### src/rtl/gold_pkg.sv
// Shared definitions for the gold ring-router network interface.
// Holds the register map, packet field positions and the packet/register width.
package gold_pkg;

   localparam int unsigned DATA_W = 64;
   localparam int unsigned ADDR_W = 2;
   localparam int unsigned STAT_W = 16;

   // Register map
   localparam logic [ADDR_W-1:0] ADDR_IN_BUF   = 2'd0;
   localparam logic [ADDR_W-1:0] ADDR_IN_STAT  = 2'd1;
   localparam logic [ADDR_W-1:0] ADDR_OUT_BUF  = 2'd2;
   localparam logic [ADDR_W-1:0] ADDR_OUT_STAT = 2'd3;

   // Packet field positions
   localparam int unsigned VC_BIT  = 63;
   localparam int unsigned DIR_BIT = 30;
   localparam int unsigned HOP_MSB = 25;
   localparam int unsigned HOP_LSB = 18;

endpackage

### src/rtl/gold_nic_chbuf.sv
// Single-entry channel buffer: data register plus full flag.
// Ports: clk, reset (async, active-low), load (capture d, set full),
//        clear (drop full flag), d (write data), q (held data), full.
// The data register keeps its value on clear; only reset zeroes it.
module gold_nic_chbuf
   import gold_pkg::*;
(
   input  logic              clk,
   input  logic              reset,
   input  logic              load,
   input  logic              clear,
   input  logic [DATA_W-1:0] d,
   output logic [DATA_W-1:0] q,
   output logic              full
);

   // Load takes priority; the parent never asserts both together
   always_ff @(posedge clk or negedge reset) begin
      if (!reset) begin
         q    <= '0;
         full <= 1'b0;
      end else if (load) begin
         q    <= d;
         full <= 1'b1;
      end else if (clear) begin
         full <= 1'b0;
      end
   end

endmodule

### src/rtl/gold_nic.sv
// Processor-side network interface for the bidirectional ring router.
// Ports: clk, reset (async, active-low); processor side addr/d_in/d_out/
//        nic_en/nic_wr_en; router PE input channel net_so/net_ro/net_do,
//        gated by net_polarity; router PE output channel net_si/net_ri/net_di.
// Optional feature macro GOLD_NIC_STATS_EN adds saturating tx/rx counters
// visible in bits [31:16] of the status registers.
module gold_nic
   import gold_pkg::*;
(
   input  logic              clk,
   input  logic              reset,
   input  logic [1:0]        addr,
   input  logic [DATA_W-1:0] d_in,
   output logic [DATA_W-1:0] d_out,
   input  logic              nic_en,
   input  logic              nic_wr_en,
   output logic              net_so,
   input  logic              net_ro,
   output logic [DATA_W-1:0] net_do,
   input  logic              net_polarity,
   input  logic              net_si,
   output logic              net_ri,
   input  logic [DATA_W-1:0] net_di
);

   logic [DATA_W-1:0] out_q;
   logic [DATA_W-1:0] in_q;
   logic              out_full;
   logic              in_full;
   logic              out_load;
   logic              in_load;
   logic              in_clear;
   logic              rd;
   logic              wr;
   logic [STAT_W-1:0] tx_cnt;
   logic [STAT_W-1:0] rx_cnt;

   assign rd = nic_en & ~nic_wr_en;
   assign wr = nic_en &  nic_wr_en;

   // Channel handshakes; a write while full (including during injection) is dropped
   assign out_load = wr & (addr == ADDR_OUT_BUF) & ~out_full;
   assign net_so   = out_full & net_ro & (out_q[VC_BIT] == net_polarity);
   assign net_do   = out_full ? out_q : '0;
   assign net_ri   = ~in_full;
   assign in_load  = net_si & ~in_full;
   assign in_clear = rd & (addr == ADDR_IN_BUF) & in_full;

   gold_nic_chbuf u_out_buf (
      .clk   (clk),
      .reset (reset),
      .load  (out_load),
      .clear (net_so),
      .d     (d_in),
      .q     (out_q),
      .full  (out_full)
   );

   gold_nic_chbuf u_in_buf (
      .clk   (clk),
      .reset (reset),
      .load  (in_load),
      .clear (in_clear),
      .d     (net_di),
      .q     (in_q),
      .full  (in_full)
   );

`ifdef GOLD_NIC_STATS_EN
   // Saturating traffic counters
   always_ff @(posedge clk or negedge reset) begin
      if (!reset) begin
         tx_cnt <= '0;
         rx_cnt <= '0;
      end else begin
         if (net_so && (tx_cnt != {STAT_W{1'b1}})) tx_cnt <= tx_cnt + STAT_W'(1);
         if (in_load && (rx_cnt != {STAT_W{1'b1}})) rx_cnt <= rx_cnt + STAT_W'(1);
      end
   end
`else
   assign tx_cnt = '0;
   assign rx_cnt = '0;
`endif

   // Processor read mux; zero when not reading
   always_comb begin
      d_out = '0;
      if (rd) begin
         case (addr)
            ADDR_IN_BUF:   d_out = in_q;
            ADDR_IN_STAT:  d_out = DATA_W'({rx_cnt, 15'd0, in_full});
            ADDR_OUT_STAT: d_out = DATA_W'({tx_cnt, 15'd0, out_full});
            default:       d_out = '0;
         endcase
      end
   end

endmodule

### config.mk
export PLATFORM = sky130hd
export DESIGN_NAME = gold_nic
export DESIGN_NICKNAME = d
export VERILOG_FILES = /design/src/rtl/gold_pkg.sv /design/src/rtl/gold_nic_chbuf.sv /design/src/rtl/gold_nic.sv
export SDC_FILE = /design/constraint.sdc
export NUM_CORES = 1
export LEC_CHECK = 0
export CAP_MARGIN = 15
export CORE_ASPECT_RATIO = 1.75
export CORE_MARGIN = 4
export CORE_UTILIZATION = 41
export DETAILED_ROUTE_END_ITERATION = 6
export GPL_ROUTABILITY_DRIVEN = 0
export PLACE_DENSITY = 0.79
export SLEW_MARGIN = 25
export SYNTH_ARGS = -nofsm -noshare
export SYNTH_HDL_FRONTEND = slang
export SYNTH_SLANG_ARGS = --single-unit
### constraint.sdc
create_clock -name clk -period 3.6 [get_ports clk]
set_input_delay 0.36 -clock clk [delete_from_list [all_inputs] [get_ports clk]]
set_output_delay 0.36 -clock clk [all_outputs]
set_load 0.005 [all_outputs]
==> impl_metrics.env <==
export IMPL_critPathSlowestCell="clkdlybuf4s50_1"
export IMPL_drv_cap=0
export IMPL_grt_pass1_wl_um=25200
export IMPL_synth_top_cell_by_area="dfrtp_1"
export IMPL_worst_setup_path_type="primary input to primary output"
export IMPL_fin_ws_ps=889
export IMPL_start_util=0.422
export IMPL_grt_antenna_before_repair=0
export IMPL_slowest_delay_ps=520
export IMPL_clk_latency_ps=400
export IMPL_drive_above_1_share=0.240
export IMPL_route_detailed_drc=0
export IMPL_fmax_mhz=369
export IMPL_final_area_um2=9300
export IMPL_cp_required_ps=3240
export IMPL_die_area_um2=16500
export IMPL_clkSlewWorstSetupHoldPaths_ps=60
export IMPL_synth_flop_cell="dfrtp_1"
export IMPL_nNetsFinal=828
export IMPL_cp_common_cell="clkdlybuf4s50_1"
export IMPL_ys_types=20
export IMPL_fin_util=0.662
export IMPL_cp_start_kind="primary input"
export IMPL_cts_tree="done"
export IMPL_place_area_um2=8730
export IMPL_drt_initial_drc_count=103
export IMPL_syn_area_um2=5930
export IMPL_synth_cells=426
export IMPL_synth_seq_cells=130
export IMPL_period_share=0.753
export IMPL_critical_path_buf_inv_count=3
export IMPL_cts_hold_buffers=0
export IMPL_setup_viol=0
export IMPL_peakVddDrop_mv=0.397
export IMPL_area_growth_pct=56.8
export IMPL_netlist_top_cells_count="130 x dfrtp_1, 127 x and2_1, 79 x mux2_2"
export IMPL_syn_avg_cell_area_um2=13.9
export IMPL_routed_wl_um=15900
export IMPL_numCtsBuffers=17
export IMPL_htree_num_levels=4
export IMPL_grt_max_degree=113
export IMPL_first_pass_iters=4
export IMPL_place_inst=849
export IMPL_finalNonFillerCells=881
export IMPL_worst_hold_slack_ps=91.5
export IMPL_vias=4182
export IMPL_finalSetupTns_ps=0
export IMPL_hold_violations=0
export IMPL_place_detailed_hpwl_um=12000
export IMPL_yosysSeqAreaShare=0.549
export IMPL_skew_ps=6.36
export IMPL_crit_family="buffers and inverters"
export IMPL_clock_tree_buffer_depth=2
export IMPL_max_slew_worst_pin_slew_ps=873
export IMPL_cts_setup_buffers=0
export IMPL_synth_most_common_cell="dfrtp_1"
export IMPL_synth_edf_count=0
export IMPL_leakagePower_nw=4.03
export IMPL_outcome="finished, final reports clean"
export IMPL_rows=57
export IMPL_portBuffers=266
export IMPL_synth_top_cell_area_share=0.549
export IMPL_hp_class="primary input to asynchronous set/reset pin"
export IMPL_rsz0062_at_grt="false"
export IMPL_fillerInstances=1070
export IMPL_final_max_slew_viol_count=0
export IMPL_die_w_um=98.9
export IMPL_ys_warn_count=0
export IMPL_cts_sinks=130
export IMPL_worstPathCellList="clkdlybuf4s50_1, nor4b_4, buf_4, and2_1, clkdlybuf4s50_1"
export IMPL_wire_per_inst_um=18.0
export IMPL_drt_vias_per_instance=4.75
export IMPL_ys_async_sr_fraction=1.00
export IMPL_cts_root_buf="clkbuf_16"
export IMPL_worstPathMaxFanout=64
export IMPL_cp_arrival_ps=2350
export IMPL_finalPower_mw=6.48
export IMPL_track_usage=0.194
export IMPL_die_h_um=167
export IMPL_dp_slack_ps=820
export IMPL_antennaDiodeCount=0
export IMPL_cts_repair_resize_count=0
export IMPL_io_pins=267
export IMPL_core_um2=14000
export IMPL_grt_pass1_vias=4794
export IMPL_p_per_area_nw_per_um2=697
export IMPL_cp_end_kind="primary output"
export IMPL_final_antenna_net_count=0
export IMPL_post_route_min_period_ps=2710
export IMPL_synth_fp_nets=563
export IMPL_overflow=0
export IMPL_slew_headroom=0.418
export IMPL_synthTopCellsByArea="dfrtp_1 55%, mux2_2 15%, and2_1 13%"
[placed cells by master (no fill, tap or decap)]
cell type        netlist  routed
and2_1               127     127
and3_1                 1       1
and3b_1                1       1
buf_12                 0       1
buf_4                  1       6
bufinv_16              0       1
clkbuf_1              13       1
clkbuf_16              0      17
clkbuf_8               0       1
clkdlybuf4s50_1        0     265
clkinv_2               0       2
clkinv_4               0       3
clkinvlp_4             0       4
dfrtp_1              130     130
inv_1                  2       2
inv_6                  0       4
mux2_2                79      79
mux2_4                49      49
mux2i_1                1       1
nand3_1                1       1
nand4_1                1       1
nor2_1                 1       1
nor2b_4                0       1
nor4b_4                1       1
o21ai_0                2       2
o21bai_1               1       1
xnor2_1                1       1
[logic make-up (layout without fill, tap and decap cells)]
family,count (synthesis),after routing,share of synthesized area
flip-flops,130,130,0.549
AO/OA/AOI/OAI,3,3,0.00295
AND/OR/NAND/NOR,134,134,0.144
buffers and inverters,29,307,0.0270
multiplexers,129,129,0.276
XOR/XNOR,1,1,0.00148
[worst reg2reg max path, cell delays in order, from the launching register on]
cell and delay [ps]:
dfrtp_1 400, nor2_1 70, nand4_1 120, buf_4 440, buf_4 600, mux2_2 430
[area by class of cell]
type,instances,area [um^2],area share
clock inverter,14,131,0.0141
sequential,130,3250,0.350
multi-input combinational,267,2520,0.271
clock buffer,18,429,0.0462
tap,177,221,0.0238
inverter,2,7.51,0.000807
timing repair buffer,273,2730,0.294
[state kept, by name, summed over array words and instances (netlist names)]
| signal | count |
|---|---|
| u_out_buf.full | 1 |
| u_in_buf.full | 1 |
| u_in_buf.q | 64 |
| u_out_buf.q | 64 |
[worst paths after layout]
check	slack, ps	cells after the start	start	endpoint
setup / recovery	890	5	addr[1]	d_out[41]
hold / removal	90	1	reset	u_in_buf.q[53]
setup reg to reg	1430	5	u_out_buf.full	u_out_buf.q[47]
hold reg to reg	500	1	u_in_buf.q[21]	u_in_buf.q[21]
max in group asynchronous	2770	2	reset	u_in_buf.q[63]
min in group clk	500	1	u_in_buf.q[21]	u_in_buf.q[21]
[routing by layer]
metal  up-vias  part of all wire  global-route usage
met5         -                 0                   0
met4         0             0.026              0.0731
met3        25             0.070              0.0565
met2       178              0.55               0.351
met1      2027              0.36               0.209
li1       1952                 -                   -
[power by group]
group | leakage, nW | switching (mW) | internal (mW) | total [mW]
registers | 1.55 | 0.379 | 2.20 | 2.58
clock network | 0.264 | 0.643 | 0.958 | 1.60
logic | 2.22 | 0.719 | 1.59 | 2.31
(Power assumes the default switching activity.)
